### src/rtl/ugv_pwm_pkg.sv
// Shared definitions for the UGV drive path: duty sequencer and PWM generators.
package ugv_pwm_pkg;

    localparam int PWM_RES_BITS_DEFAULT = 8;

    typedef enum logic [1:0] {
        ST_IDLE  = 2'd0,
        ST_RAMP  = 2'd1,
        ST_BRAKE = 2'd2,
        ST_DEAD  = 2'd3
    } chan_state_t;

endpackage

### src/rtl/pwm_ramp_sequencer_if.sv
// Command bus from the host decoder into the duty sequencer.
interface pwm_ramp_sequencer_if
    import ugv_pwm_pkg::*;
#(
    parameter int N = PWM_RES_BITS_DEFAULT
);
    // A command transfers on a clock edge where cmd_valid and cmd_ready are both high;
    // the master holds cmd_valid and the payload stable until that edge.
    logic         cmd_valid;
    logic         cmd_ready;
    logic [N-1:0] cmd_duty_l;
    logic [N-1:0] cmd_duty_r;
    logic         cmd_dir_l;
    logic         cmd_dir_r;

    modport master (
        output cmd_valid, cmd_duty_l, cmd_duty_r, cmd_dir_l, cmd_dir_r,
        input  cmd_ready
    );

    modport slave (
        input  cmd_valid, cmd_duty_l, cmd_duty_r, cmd_dir_l, cmd_dir_r,
        output cmd_ready
    );

endinterface

### src/rtl/pwm_ramp_channel.sv
// One drive channel: target register, slewed duty, H-bridge direction and the
// IDLE/RAMP/BRAKE/DEAD sequencing between them.
module pwm_ramp_channel
    import ugv_pwm_pkg::*;
#(
    parameter int N            = PWM_RES_BITS_DEFAULT,
    parameter int RAMP_STEP    = 4,
    parameter int DEAD_PERIODS = 2
) (
    input  logic        clk,
    input  logic        reset,
    input  logic        i_load,
    input  logic        i_tick,
    input  logic        i_estop,
    input  logic [N-1:0] i_duty,
    input  logic        i_dir,
    output logic [N-1:0] o_duty,
    output logic        o_dir,
    output chan_state_t o_state,
    output chan_state_t o_state_nxt
);

    localparam logic [N:0] STEP      = (N+1)'(RAMP_STEP);
    localparam logic [3:0] DEAD_LAST = 4'(DEAD_PERIODS);

    chan_state_t  r_state;
    logic [N-1:0] r_tgt;
    logic         r_tdir;
    logic [N-1:0] r_duty;
    logic         r_dir;
    logic [3:0]   r_dcnt;

    chan_state_t  w_eval;
    chan_state_t  w_state_nxt;
    logic [N-1:0] w_tgt;
    logic         w_tdir;
    logic [N-1:0] w_dest;
    logic [N:0]   w_up;
    logic [N:0]   w_diff;
    logic [N-1:0] w_stepped;
    logic [N-1:0] w_duty_nxt;
    logic         w_dir_nxt;
    logic [3:0]   w_dcnt_nxt;
    logic [3:0]   w_dcnt_inc;
    logic [N-1:0] w_tgt_nxt;
    logic         w_tdir_nxt;

    always_comb begin
        w_tgt      = i_load ? i_duty : r_tgt;
        w_tdir     = i_load ? i_dir : r_tdir;
        w_eval     = r_state;
        w_up       = '0;
        w_diff     = '0;
        w_dest     = '0;
        w_stepped  = r_duty;
        w_state_nxt = r_state;
        w_duty_nxt = r_duty;
        w_dir_nxt  = r_dir;
        w_dcnt_nxt = r_dcnt;
        w_dcnt_inc = r_dcnt + 4'd1;
        w_tgt_nxt  = w_tgt;
        w_tdir_nxt = w_tdir;

        // A fresh command re-plans from where the channel currently is, so a
        // tick in the same cycle already steps toward the new target.
        if (i_load && (r_state != ST_DEAD)) begin
            if (w_tdir != r_dir)
                w_eval = ST_BRAKE;
            else if (r_duty == w_tgt)
                w_eval = ST_IDLE;
            else
                w_eval = ST_RAMP;
        end
        w_state_nxt = w_eval;

        w_dest = (w_eval == ST_BRAKE) ? '0 : w_tgt;
        w_up   = {1'b0, r_duty} + STEP;
        w_diff = {1'b0, r_duty} - {1'b0, w_dest};
        if (r_duty < w_dest)
            w_stepped = (w_up >= {1'b0, w_dest}) ? w_dest : w_up[N-1:0];
        else
            w_stepped = (w_diff <= STEP) ? w_dest : (r_duty - STEP[N-1:0]);

        if (i_tick) begin
            case (w_eval)
                ST_RAMP: begin
                    w_duty_nxt = w_stepped;
                    if (w_stepped == w_tgt)
                        w_state_nxt = ST_IDLE;
                end
                ST_BRAKE: begin
                    if (r_duty == '0) begin
                        w_state_nxt = ST_DEAD;
                        w_dcnt_nxt  = '0;
                    end else begin
                        w_duty_nxt = w_stepped;
                    end
                end
                ST_DEAD: begin
                    w_dcnt_nxt = w_dcnt_inc;
                    if (w_dcnt_inc == DEAD_LAST) begin
                        w_dir_nxt   = w_tdir;
                        w_state_nxt = (w_tgt == '0) ? ST_IDLE : ST_RAMP;
                    end
                end
                default: ;
            endcase
        end

        // Emergency stop kills drive but leaves the bridge direction alone.
        if (i_estop) begin
            w_state_nxt = ST_IDLE;
            w_duty_nxt  = '0;
            w_dcnt_nxt  = '0;
            w_tgt_nxt   = '0;
            w_tdir_nxt  = r_dir;
        end
    end

    always_ff @(posedge clk) begin
        if (!reset) begin
            r_state <= ST_IDLE;
            r_tgt   <= '0;
            r_tdir  <= 1'b0;
            r_duty  <= '0;
            r_dir   <= 1'b0;
            r_dcnt  <= '0;
        end else begin
            r_state <= w_state_nxt;
            r_tgt   <= w_tgt_nxt;
            r_tdir  <= w_tdir_nxt;
            r_duty  <= w_duty_nxt;
            r_dir   <= w_dir_nxt;
            r_dcnt  <= w_dcnt_nxt;
        end
    end

    assign o_duty      = r_duty;
    assign o_dir       = r_dir;
    assign o_state     = r_state;
    assign o_state_nxt = w_state_nxt;

endmodule

### src/rtl/pwm_ramp_sequencer.sv
// Dual-channel duty sequencer: period counter, command handshake and busy
// aggregation around two ramp channels.
module pwm_ramp_sequencer
    import ugv_pwm_pkg::*;
#(
    parameter int PWM_RESOLUTION_BITS = PWM_RES_BITS_DEFAULT,
    parameter int RAMP_STEP           = 4,
    parameter int DEAD_PERIODS        = 2
) (
    input  logic                           clk,
    input  logic                           reset,
    pwm_ramp_sequencer_if.slave            cmd,
    input  logic                           estop,
    output logic [PWM_RESOLUTION_BITS-1:0] duty_l_o,
    output logic [PWM_RESOLUTION_BITS-1:0] duty_r_o,
    output logic                           dir_l_o,
    output logic                           dir_r_o,
    output logic                           period_tick_o,
    output logic                           busy_o,
    output chan_state_t                    dbg_state_l_o,
    output chan_state_t                    dbg_state_r_o
);

    localparam int N = PWM_RESOLUTION_BITS;

    logic [N-1:0] r_cnt;
    logic         r_busy;
    logic         w_tick;
    logic         w_dead_any;
    logic         w_load;
    chan_state_t  w_state_l;
    chan_state_t  w_state_r;
    chan_state_t  w_nxt_l;
    chan_state_t  w_nxt_r;

    // Shares clock and reset with the PWM generators, so counter 0 here is
    // the start of their period and duty updates land on period boundaries.
    always_ff @(posedge clk) begin
        if (!reset)
            r_cnt <= '0;
        else
            r_cnt <= r_cnt + 1'b1;
    end

    assign w_tick        = reset & (r_cnt == '1);
    assign period_tick_o = w_tick;

    assign w_dead_any    = (w_state_l == ST_DEAD) || (w_state_r == ST_DEAD);
    assign cmd.cmd_ready = reset & ~estop & ~w_dead_any;
    assign w_load        = cmd.cmd_valid & cmd.cmd_ready;

    pwm_ramp_channel #(
        .N(N), .RAMP_STEP(RAMP_STEP), .DEAD_PERIODS(DEAD_PERIODS)
    ) u_chan_l (
        .clk(clk), .reset(reset), .i_load(w_load), .i_tick(w_tick), .i_estop(estop),
        .i_duty(cmd.cmd_duty_l), .i_dir(cmd.cmd_dir_l),
        .o_duty(duty_l_o), .o_dir(dir_l_o), .o_state(w_state_l), .o_state_nxt(w_nxt_l)
    );

    pwm_ramp_channel #(
        .N(N), .RAMP_STEP(RAMP_STEP), .DEAD_PERIODS(DEAD_PERIODS)
    ) u_chan_r (
        .clk(clk), .reset(reset), .i_load(w_load), .i_tick(w_tick), .i_estop(estop),
        .i_duty(cmd.cmd_duty_r), .i_dir(cmd.cmd_dir_r),
        .o_duty(duty_r_o), .o_dir(dir_r_o), .o_state(w_state_r), .o_state_nxt(w_nxt_r)
    );

    always_ff @(posedge clk) begin
        if (!reset)
            r_busy <= 1'b0;
        else
            r_busy <= (w_nxt_l != ST_IDLE) || (w_nxt_r != ST_IDLE);
    end

    assign busy_o        = r_busy;
    assign dbg_state_l_o = w_state_l;
    assign dbg_state_r_o = w_state_r;

endmodule

### src/flat_wrapper.sv
// flat-port wrapper written by rule: the top's interface ports become plain ports
module pwm_ramp_sequencer_flat import ugv_pwm_pkg::*;
#(
    parameter int PWM_RESOLUTION_BITS = PWM_RES_BITS_DEFAULT,
    parameter int RAMP_STEP           = 4,
    parameter int DEAD_PERIODS        = 2
)
  (clk, reset, estop, duty_l_o, duty_r_o, dir_l_o, dir_r_o, period_tick_o, busy_o, dbg_state_l_o, dbg_state_r_o, cmd_cmd_valid, cmd_cmd_duty_l, cmd_cmd_duty_r, cmd_cmd_dir_l, cmd_cmd_dir_r, cmd_cmd_ready);
  pwm_ramp_sequencer_if cmd_i ();
  input  logic clk;
  input  logic reset;
  input  logic estop;
  output logic [PWM_RESOLUTION_BITS-1:0] duty_l_o;
  output logic [PWM_RESOLUTION_BITS-1:0] duty_r_o;
  output logic dir_l_o;
  output logic dir_r_o;
  output logic period_tick_o;
  output logic busy_o;
  output chan_state_t dbg_state_l_o;
  output chan_state_t dbg_state_r_o;
  input wire logic [$bits(cmd_i.cmd_valid)-1:0] cmd_cmd_valid;
  input wire logic [$bits(cmd_i.cmd_duty_l)-1:0] cmd_cmd_duty_l;
  input wire logic [$bits(cmd_i.cmd_duty_r)-1:0] cmd_cmd_duty_r;
  input wire logic [$bits(cmd_i.cmd_dir_l)-1:0] cmd_cmd_dir_l;
  input wire logic [$bits(cmd_i.cmd_dir_r)-1:0] cmd_cmd_dir_r;
  output wire logic [$bits(cmd_i.cmd_ready)-1:0] cmd_cmd_ready;
  assign cmd_i.cmd_valid = cmd_cmd_valid;
  assign cmd_i.cmd_duty_l = cmd_cmd_duty_l;
  assign cmd_i.cmd_duty_r = cmd_cmd_duty_r;
  assign cmd_i.cmd_dir_l = cmd_cmd_dir_l;
  assign cmd_i.cmd_dir_r = cmd_cmd_dir_r;
  assign cmd_cmd_ready = cmd_i.cmd_ready;
  pwm_ramp_sequencer #(.PWM_RESOLUTION_BITS(PWM_RESOLUTION_BITS), .RAMP_STEP(RAMP_STEP), .DEAD_PERIODS(DEAD_PERIODS)) u_core (.clk(clk), .reset(reset), .cmd(cmd_i), .estop(estop), .duty_l_o(duty_l_o), .duty_r_o(duty_r_o), .dir_l_o(dir_l_o), .dir_r_o(dir_r_o), .period_tick_o(period_tick_o), .busy_o(busy_o), .dbg_state_l_o(dbg_state_l_o), .dbg_state_r_o(dbg_state_r_o));
endmodule
### config.mk
export PLATFORM = sky130hd
export DESIGN_NAME = pwm_ramp_sequencer_flat
export DESIGN_NICKNAME = d
export VERILOG_FILES = /design/src/rtl/ugv_pwm_pkg.sv /design/src/rtl/pwm_ramp_sequencer_if.sv /design/src/rtl/pwm_ramp_channel.sv /design/src/rtl/pwm_ramp_sequencer.sv /design/src/flat_wrapper.sv
export SDC_FILE = /design/constraint.sdc
export NUM_CORES = 1
export LEC_CHECK = 0
export CAP_MARGIN = 20
export CORE_MARGIN = 4
export CORE_UTILIZATION = 40
export CTS_BUF_LIST = sky130_fd_sc_hd__clkbuf_8
export DETAILED_ROUTE_END_ITERATION = 10
export GPL_ROUTABILITY_DRIVEN = 0
export GPL_TIMING_DRIVEN = 0
export SLEW_MARGIN = 10
export SYNTH_ARGS = -nofsm -noshare
export SYNTH_HDL_FRONTEND = slang
export SYNTH_SLANG_ARGS = --single-unit
### constraint.sdc
create_clock -name clk -period 10.95 [get_ports clk]
set_clock_uncertainty 0.1 [all_clocks]
set_input_delay 1.095 -clock clk [delete_from_list [all_inputs] [get_ports clk]]
set_output_delay 1.095 -clock clk [all_outputs]
set_load 0.005 [all_outputs]
==> results.txt, run 1 <==
Starting Density: 40.89%
Post-Synthesis Net Count: 711
grt met1 use: 29.69%
worst-case clock buffer depth: 2
Post-synth EDFFs: 0
outcome: finished, final reports clean
Worst-Margin Slew: 0.9763 ns
main combinational cell family by area after synthesis: compound AO/OA/AOI/OAI gates
Row Count: 41
first-pass GRT wire length: 25,520 um
layout cells sized above 1: 7.983%
num ports: 47
grt ovf: 0
Final ANT Viol Nets: 0
root buffer cell: clkbuf_8
DP Wirelength: 12,300 um
clk_lat worst skew: 0.35 ns
Die W: 121.6 um
multi-input logic area: 3792 sq um
final setup violation count: 0
Simple-Gate Fraction of Synth Area: 25.32%
RSZ-0062 raised after global routing: no
fin crit period: 6.549 ns
sequential area share after synthesis: 22.11%
Post-CTS Setup Inserts: 0
Synth Area in Compound Gates: 26.53%
Pwr Density: 98.16 nW/um^2
Final Hold Fails: 0
xor-xnor portion of the synthesized cell area: 6.280%
All-Layer GR Usage: 21.55%
FF/Latch Area: 1141 sq um
Mapped Cells: 652
maxcap violations: 0
height of the die: 121.6 um
Max VDD drop: 0.00005398 V
crit end category: flop
Cell Area, Synth: 5160 sq um
Hold Startpoint: u_core.r_cnt[0]$_SDFF_PN0_
critical path buffer and inverter count: 4
initial antenna violation count: 0
Max Slew Vio Count: 0
largest net degree at the start of global routing: 11
core box area: 12,620 sq um
vias per inst: 5.976
wire per inst: 17.84 um
syn_area_per_cell: 7.914 sq um
ys async rst share: 0%
via count: 5,295
worst rel slew slack: 33.88%
cells along the critical path: clkdlybuf4s50_1 > nor2b_1 > buf_6 > and3_4 > buf_6 > buf_8 > mux2i_1 > nand2b_1 > ha_1 > or2_1 > or4_1 > o21ai_1 > a311o_1 > a21oi_1 > nor3_1 > o41ai_1 > a2111oi_2 > a21oi_2 > or4_1
fin nets: 768
initial drt markers: 515
Final Cycle Share: 59.81%
Post-Synth Adder-Cell Area: 8.972%
f_max: 152.7 MHz
Crit path required time: 11.06 ns
post-synth cell types: 89
DRC viols: 0
# resized after CTS: 0
Crit Path Category: input pin to flop
Synth Register Bits: 57
number of CTS-inserted buffers: 9
RR Startpoint: u_core.u_chan_l.o_state[1]$_SDFF_PN0_
Die Area: 14,780 sq um
Critical Path Max Stage Delay: 0.57 ns
ant diodes: 0
Layout area overhead: 17.56%
Slowest cell on crit path: clkdlybuf4s50_1
hold path depth: 1
HP Class: flop to flop
Worst Path Max Fanout: 10
TNS Setup: 0 ns
CP arrival: 6.66 ns
critical path depth in cells: 19
vias in the first global route: 5,045
GR Layer Usage met2: 33.89%
Reg clk slew, reported paths: 0.07 ns
startpoint types: input pin
PortBufs: 46
ys flop type: dfxtp_1
critical path launch point: reset
Post-CTS Hold Fix Bufs: 0
Lkg Pwr: 0.002253 uW
TritonCTS clock tree: built
final wirelength: 15,810 um
Clock Sinks: 57
drt pass-1 iters: 5
synth warn: 0
Reg2Reg Depth: 18
# H-tree levels: 3
Filler Cell Count: 1,271
CP top delay family: simple AND/OR/NAND/NOR gates
Pwr Total: 595.4 uW
mux share of post-synthesis cell area: 6.377%
met3 GRT Util: 4.503%
busiest grt layer: met2
[power breakdown]
part	internal (uW)	total, uW	switching (uW)
Clock	140	231	91.6
Combinational	60.4	153	92.3
Sequential	210	211	1.81
Total	410	595	186
[layout make-up]
class / count / share of cell area, %
multi-input combinational: 544 / 62.52
sequential: 57 / 18.81
timing repair buffer: 46 / 7.591
tap: 172 / 3.548
clock buffer: 11 / 2.496
buffer: 30 / 2.455
inverter: 21 / 1.300
clock inverter: 5 / 1.279
[flip-flops by register name, summed over array words and instances (netlist names), 4 cells and up]
register	count
u_core.u_chan_r.r_dcnt	4
u_core.u_chan_r.o_duty	8
u_core.u_chan_l.r_dcnt	4
u_core.u_chan_l.r_tgt	8
u_core.u_chan_r.r_tgt	8
u_core.u_chan_l.o_duty	8
u_core.r_cnt	8
[worst reg2reg max path: cells and delay by family (launching register included)]
family	cells	cell delay, ns
AND/OR/NAND/NOR	6	2.01
AO/OA/AOI/OAI	7	1.70
multiplexers	1	0.56
buffers and inverters	3	0.47
flip-flops	1	0.32
adder cells (fa/ha/maj)	1	0.30
[cells in the final DEF (no fill, tap or decap), types with 4 or more instances in the layout]
cell type,netlist,routed
a211oi_1,12,12
o21a_1,7,7
dfxtp_1,57,57
nor3_1,23,23
nand3_1,25,25
o211ai_1,8,8
nand2_1,50,50
clkbuf_8,0,11
a221oi_1,5,5
or3_1,7,7
nand4_1,5,5
nor3b_1,4,4
o31a_1,5,5
ha_1,37,37
nor2_1,79,79
buf_2,5,5
mux2_2,4,4
xnor2_1,26,26
clkbuf_1,20,20
nand2b_1,14,14
and2_1,7,7
a21o_1,6,6
o211a_1,5,5
nor4_1,10,10
mux2i_1,20,20
o21ai_0,25,25
and3_1,7,7
inv_1,21,21
a21oi_1,32,32
clkdlybuf4s50_1,0,46
or4_1,10,10
a31oi_1,11,11
xor2_1,11,11
nor2b_1,11,11
[cells in the mapped netlist (all sizes together) (7+ instances only)]
cell / n / share of area [%]
or4: 11 / 1.7
and2: 7 / 0.85
nor3: 23 / 2.2
xnor2: 26 / 4.4
xor2: 11 / 1.9
a21oi: 34 / 3.4
or3: 7 / 0.85
o21ai: 29 / 3.1
mux2i: 24 / 5.3
nand2: 50 / 3.6
dfxtp: 57 / 22
nand3: 25 / 2.4
and3: 8 / 1.1
o211ai: 8 / 1.2
inv: 21 / 1.5
nor2b: 11 / 1.3
buf: 10 / 1.4
ha: 37 / 9.0
o21a: 7 / 1.0
nor4: 10 / 1.2
nand2b: 14 / 1.7
nor2: 80 / 5.9
a31oi: 11 / 1.3
a211oi: 12 / 1.7
clkbuf: 20 / 1.5
[logic make-up after synthesis]
logic type	after synthesis
AOI/OAI and AO/OA	177
xor gates and xnor gates	37
adders and majority gates	37
buffers and inverters	51
DFF	57
muxes	29
and+or+nand+nor	264
[stage by stage]
stage | utilization [%] | hold slack [ns] | cell area, sq um | setup slack (ns) | std cells
floorplan | - | 0.3299 | 5160 | 5.520 | 652
global placement | 46.24 | 0.3450 | 5836 | 4.154 | 870
detailed placement | 46.25 | 0.3576 | 5837 | 4.125 | 870
CTS | 48.07 | 0.3743 | 6066 | 4.476 | 886
global route | 48.07 | 0.4040 | 6066 | 4.131 | 886
finish | 48.07 | 0.3682 | 6066 | 4.401 | 886
[per-layer routing]
metal  wire (um)  share of wire [%]
met1        7310                 46
met2        7176                 45
met4         212                1.3
met3        1107                7.0
met5           0                  0
[final timing paths]
check                                             endpoint  slack (ns)
worst min-delay path            u_core.r_cnt[0]$_SDFF_PN0_        0.37
worst min register to register  u_core.r_cnt[0]$_SDFF_PN0_        0.37
worst max register to register    u_core.busy_o$_SDFF_PN0_        5.35
worst max-delay path              u_core.busy_o$_SDFF_PN0_        4.40
(Power assumes the default switching activity.)
==> run 2, diff against run 1 <==
==> constraint.sdc (replaced) <==
create_clock -name clk -period 5.3 [get_ports clk]
set_clock_uncertainty 0.1 [all_clocks]
set_input_delay 0.53 -clock clk [delete_from_list [all_inputs] [get_ports clk]]
set_output_delay 0.53 -clock clk [all_outputs]
set_load 0.005 [all_outputs]
==> run 2 against run 1 <==
Design area increased by 6.2%. Global-route usage increased by 0.24 points. Register-to-register slack got worse by 5.2 ns. Routed wire length increased by 3.3%. Sequential share of layout area decreased by 1.1 points. First-iteration DRC count decreased by 3.9%. Via count increased by 1.3%. Critical path depth decreased by 2. Sequential power increased by 110%. Flip-flop and latch count unchanged. Non-clock buffer count increased by 13.
==> results.txt, run 2 (synthesized netlist as in run 1, its figures left out) <==
startpoint types: input pin
via count: 5,364
Row Count: 41
fin nets: 781
Filler Cell Count: 1,234
DP Wirelength: 12,300 um
fin crit period: 5.173 ns
CP arrival: 5.29 ns
core box area: 12,620 sq um
Final Cycle Share: 97.60%
f_max: 193.3 MHz
Post-CTS Hold Fix Bufs: 0
drt pass-1 iters: 6
Max VDD drop: 0.0001118 V
most common cell after layout, fill and taps aside: nor2_1
Reg clk slew, reported paths: 0.07 ns
Final ANT Viol Nets: 0
Worst Path Max Fanout: 10
Worst-Margin Slew: 0.9314 ns
initial drt markers: 495
TritonCTS clock tree: built
HP Class: flop to flop
crit end category: flop
vias per inst: 5.967
Starting Density: 40.89%
Final Core Density: 51.04%
All-Layer GR Usage: 21.79%
worst-case clock buffer depth: 2
Crit path required time: 5.42 ns
Die W: 121.6 um
final setup violation count: 0
Die Area: 14,780 sq um
outcome: finished, final reports clean
first-pass GRT wire length: 25,820 um
R2R setup slack: 0.18 ns
Lkg Pwr: 0.002381 uW
Critical Path Max Stage Delay: 0.54 ns
TNS Setup: 0 ns
DRC viols: 0
worst rel slew slack: 37.75%
Layout area overhead: 24.83%
Crit Path Category: input pin to flop
maxcap violations: 0
vias in the first global route: 5,126
largest net degree at the start of global routing: 11
height of the die: 121.6 um
CP top delay family: compound AO/OA/AOI/OAI gates
PortBufs: 46
ant diodes: 0
clk_lat worst skew: 0.35 ns
# H-tree levels: 3
critical path buffer and inverter count: 2
Slowest cell on crit path: or4_4
final wirelength: 16,330 um
Final Hold Fails: 0
grt ovf: 0
most frequent cells in the layout: nor2_1 (77), dfxtp_1 (57), nand2_1 (48)
Clock Sinks: 57
layout cells sized above 1: 14.58%
cells along the critical path: clkdlybuf4s50_1 > xnor2_1 > and4b_1 > a31oi_4 > nand2_1 > ha_1 > or2_0 > o211a_1 > o41ai_4 > a221o_2 > nor2_4 > buf_4 > o32ai_1 > nor2_1 > a2bb2o_1 > o31a_1 > or4_4
root buffer cell: clkbuf_8
num ports: 47
Max Slew Vio Count: 0
wire per inst: 18.17 um
Pwr Density: 198.9 nW/um^2
number of CTS-inserted buffers: 9
initial antenna violation count: 0
==> run 2: cell types whose count changed in the layout (fill, tap and decap cells not counted), moves of 3 or more <==
cell | previous run | this run
ha_4 | 0 | 3
clkbuf_1 | 20 | 17
buf_4 | 1 | 15
ha_1 | 37 | 33
mux2i_4 | 2 | 8
o21ai_0 | 25 | 21
mux2i_1 | 20 | 15
==> run 2: final cells by class <==
class | instances | area (sq um) | area share (%)
Multi-Input combinational cell | 544 | 4033 | 62.61
Buffer | 28 | 160.2 | 2.486
Sequential cell | 57 | 1141 | 17.72
Timing Repair Buffer | 61 | 584.3 | 9.071
Clock inverter | 5 | 77.57 | 1.204
Tap cell | 172 | 215.2 | 3.341
Clock buffer | 11 | 151.4 | 2.350
Inverter | 21 | 78.83 | 1.224
==> run 2: repair_timing <==
item | CTS | global route
gates cloned | 0 | 1
endpoints found under the hold margin | 0 | 0
setup buffers | 3 | 11
setup endpoints to repair | 3 | 1
gates resized for setup | 25 | 34
pin swaps | 4 | 15
==> run 2: stage by stage <==
step	total power (uW)	hold slack, ns	cell area [sq um]	setup WS, ns	instances
2_1_floorplan	667.2	0.3299	5160	0.4354	652
3_3_place_gp	749.9	0.3450	5836	-0.9310	870
3_5_place_dp	752.8	0.3576	5837	-0.9605	870
4_1_cts	1255	0.3743	6200	0.001011	889
5_1_grt	1335	0.4004	6441	-0.01611	899
6_report	1281	0.3687	6441	0.1274	899
==> run 2: path summary, 6_finish.rpt <==
kind | startpoint | end | cells after the start
setup / recovery | cmd_cmd_dir_r | u_core.busy_o$_SDFF_PN0_ | 17
hold / removal | u_core.r_cnt[0]$_SDFF_PN0_ | u_core.r_cnt[0]$_SDFF_PN0_ | 1
setup reg to reg | u_core.u_chan_l.o_state[1]$_SDFF_PN0_ | u_core.busy_o$_SDFF_PN0_ | 17
hold reg to reg | u_core.r_cnt[0]$_SDFF_PN0_ | u_core.r_cnt[0]$_SDFF_PN0_ | 1
==> run 2: metal layers <==
metal	global-route usage, %	share of wire (%)	vias to the layer above
met2	34.54	46	187
met5	0	0	-
met3	4.271	5.8	19
met4	7.003	1.2	0
met1	29.88	47	2564
li1	-	-	2594
==> run 2: power by group <==
group	internal [uW]	switching [uW]	leakage, uW
sequential	433	4.49	0.000460
clock	289	188	0.000115
combinational	157	210	0.00181
==> run 3, diff against run 2 <==
--- a/config.mk
+++ b/config.mk
@@ -7,11 +7,12 @@
 export LEC_CHECK = 0
 export CAP_MARGIN = 20
 export CORE_MARGIN = 4
-export CORE_UTILIZATION = 40
+export CORE_UTILIZATION = 55
 export CTS_BUF_LIST = sky130_fd_sc_hd__clkbuf_8
 export DETAILED_ROUTE_END_ITERATION = 10
 export GPL_ROUTABILITY_DRIVEN = 0
 export GPL_TIMING_DRIVEN = 0
+export PLACE_DENSITY = 0.8
 export SLEW_MARGIN = 10
 export SYNTH_ARGS = -nofsm -noshare
 export SYNTH_HDL_FRONTEND = slang
==> constraint.sdc (replaced) <==
create_clock -name clk -period 5.3 [get_ports clk]
set_clock_uncertainty 0.1 [all_clocks]
set_input_delay 1.06 -clock clk [delete_from_list [all_inputs] [get_ports clk]]
set_output_delay 1.06 -clock clk [all_outputs]
set_load 0.005 [all_outputs]
==> run 3 against run 2 <==
The flow now finishes with violations (negative setup slack). Sequential power hardly changed. Combinational power is 31% higher. First-iteration DRC count is 120% higher. Sequential share of layout area is 1.8 points lower. Final cell count is 1.9% lower. Worst setup slack worse by 0.33 ns. Non-clock buffer count is 44 higher. Die area is 26% lower. Critical path type unchanged.
==> results.txt, run 3 (synthesized netlist as in run 1, its figures left out) <==
Psw: 459.8 uW
clk_lat worst skew: 0.34 ns
pre-CTS setup slack: -1.271 ns
Final Cycle Share: 103.7%
failing checks: negative setup slack
Final Core Density: 77.74%
R2R setup slack: 0.01 ns
HP Class: flop to flop
PortBufs: 46
Max Slew Vio Count: 0
startpoint types: input pin
worst-case clock buffer depth: 2
Row Count: 35
Crit path required time: 5.42 ns
Post-CTS Hold Fix Bufs: 0
cells along the critical path: clkdlybuf4s15_1 > and3_4 > buf_12 > mux2i_4 > nor2_2 > inv_2 > ha_4 > nor2b_4 > o311a_4 > buf_4 > o2111ai_1 > and2_1 > a21oi_4 > buf_4 > nor3_2 > o41ai_2 > a2111oi_4 > a21oi_2 > or4_4
via count: 6,130
Gate power share: 35.1%
layout cells sized above 1: 26.20%
internal power: 907.7 uW
CP arrival: 5.62 ns
post-route cell area: 7149 sq um
Layout area overhead: 38.55%
final wirelength: 19,240 um
TritonCTS clock tree: built
# H-tree levels: 3
Critical Path Max Stage Delay: 0.51 ns
initial drt markers: 1,078
PnR worst setup slack: -0.1985 ns
Post-DP Area: 5822 sq um
Reg power frac: 32.0%
Final ANT Viol Nets: 0
Reg clk slew, reported paths: 0.08 ns
Pwr Density: 191.3 nW/um^2
most used cell, CP: buf_4
most frequent cells in the layout: nor2_1 (72), dfxtp_1 (57), buf_4 (52)
vias in the first global route: 5,595
Die W: 104.9 um
maxcap violations: 0
Worst Path Max Fanout: 7
crit end category: flop
root buffer cell: clkbuf_8
vias per inst: 6.950
first-pass GRT wire length: 28,300 um
height of the die: 104.9 um
initial antenna violation count: 0
num ports: 47
clock share of power: 33.0%
outcome: finished, violations left
All-Layer GR Usage: 31.24%
number of CTS-inserted buffers: 9
fin crit period: 5.498 ns
wire per inst: 21.81 um
Worst-Margin Slew: 0.7667 ns
Die Area: 11,000 sq um
switching share of power: 33.62%
Crit Path Category: input pin to flop
core box area: 9196 sq um
largest net degree at the start of global routing: 11
fin nets: 825
most common cell after layout, fill and taps aside: nor2_1
Lkg Pwr: 0.002728 uW
Final Hold Fails: 0
DP Wirelength: 11,770 um
Clock Sinks: 57
dpl cells: 810
ant diodes: 0
f_max: 181.9 MHz
worst hold slack: 0.3816 ns
Starting Density: 56.11%
grt ovf: 0
worst rel slew slack: 48.89%
DRC viols: 0
RSZ-0062 raised after global routing: yes
drt pass-1 iters: 10
Slowest cell on crit path: or4_4
Cell Count, Final, Fillers Out: 882
Max VDD drop: 0.0001303 V
final setup violation count: 1
[run 3: cell types whose count changed in the layout (fill, tap and decap cells not counted), moves of 4 or more]
cell,change
buf_6,+5
mux2_4,+4
nand2b_4,+4
nor2_1,-5
ha_4,+9
ha_1,-10
nand2b_1,-5
nor2_2,+4
nand2_1,-6
buf_4,+37
[run 3: final cells by class]
cell class	instances	area, sq um
multi-input combinational	544	4463
fill	578	2047
sequential	57	1141
timing repair buffer	106	958.4
buffer	27	158.9
tap	111	138.9
clock buffer	9	123.9
clock inverter	7	86.33
inverter	21	78.83
[run 3: power groups by stage]
| stage | Sequential [uW] | Combinational, uW | Clock (uW) |
|---|---|---|---|
| after floorplan | 446 | 226 | 0 |
| after global placement | 446 | 298 | 0 |
| after detailed placement | 446 | 307 | 0 |
| after CTS | 437 | 390 | 448 |
| after global routing | 438 | 498 | 470 |
| final | 437 | 479 | 451 |
[run 3: final timing paths]
path                                         startpoint                          to  depth (start not counted)
setup reg to reg  u_core.u_chan_l.o_state[1]$_SDFF_PN0_    u_core.busy_o$_SDFF_PN0_                         20
hold reg to reg              u_core.r_cnt[0]$_SDFF_PN0_  u_core.r_cnt[0]$_SDFF_PN0_                          1
setup / recovery                          cmd_cmd_valid    u_core.busy_o$_SDFF_PN0_                         19
hold / removal               u_core.r_cnt[0]$_SDFF_PN0_  u_core.r_cnt[0]$_SDFF_PN0_                          1
[run 3: timing repair]
item                                    CTS  global route
setup buffers                            29            30
endpoints found under the setup margin    5             1
gates cloned                              1             0
resized for setup                        96            58
pin swaps                                27            33
[run 3: worst max-delay path, delay by kind of cell]
family | cells | cell delay (ns)
buffers and inverters | 5 | 0.82
AND/OR/NAND/NOR | 6 | 1.77
adder cells (fa/ha/maj) | 1 | 0.21
AO/OA/AOI/OAI | 6 | 1.45
multiplexers | 1 | 0.30
[run 3: routing by layer]
layer	GRT usage, %	part of all wire (%)	up-vias
met4	9.653	6.1	0
met2	52.38	46	485
li1	-	-	2665
met5	0	0	-
met3	6.794	11	156
met1	40.04	37	2824
[run 3: through the flow]
stage / TNS [ns] / total power [uW]
2_1_floorplan: 0 / 671.5
3_3_place_gp: -5.489 / 744.5
3_5_place_dp: -6.715 / 753.0
4_1_cts: 0 / 1275
5_1_grt: -0.2522 / 1406
6_report: -0.1985 / 1367
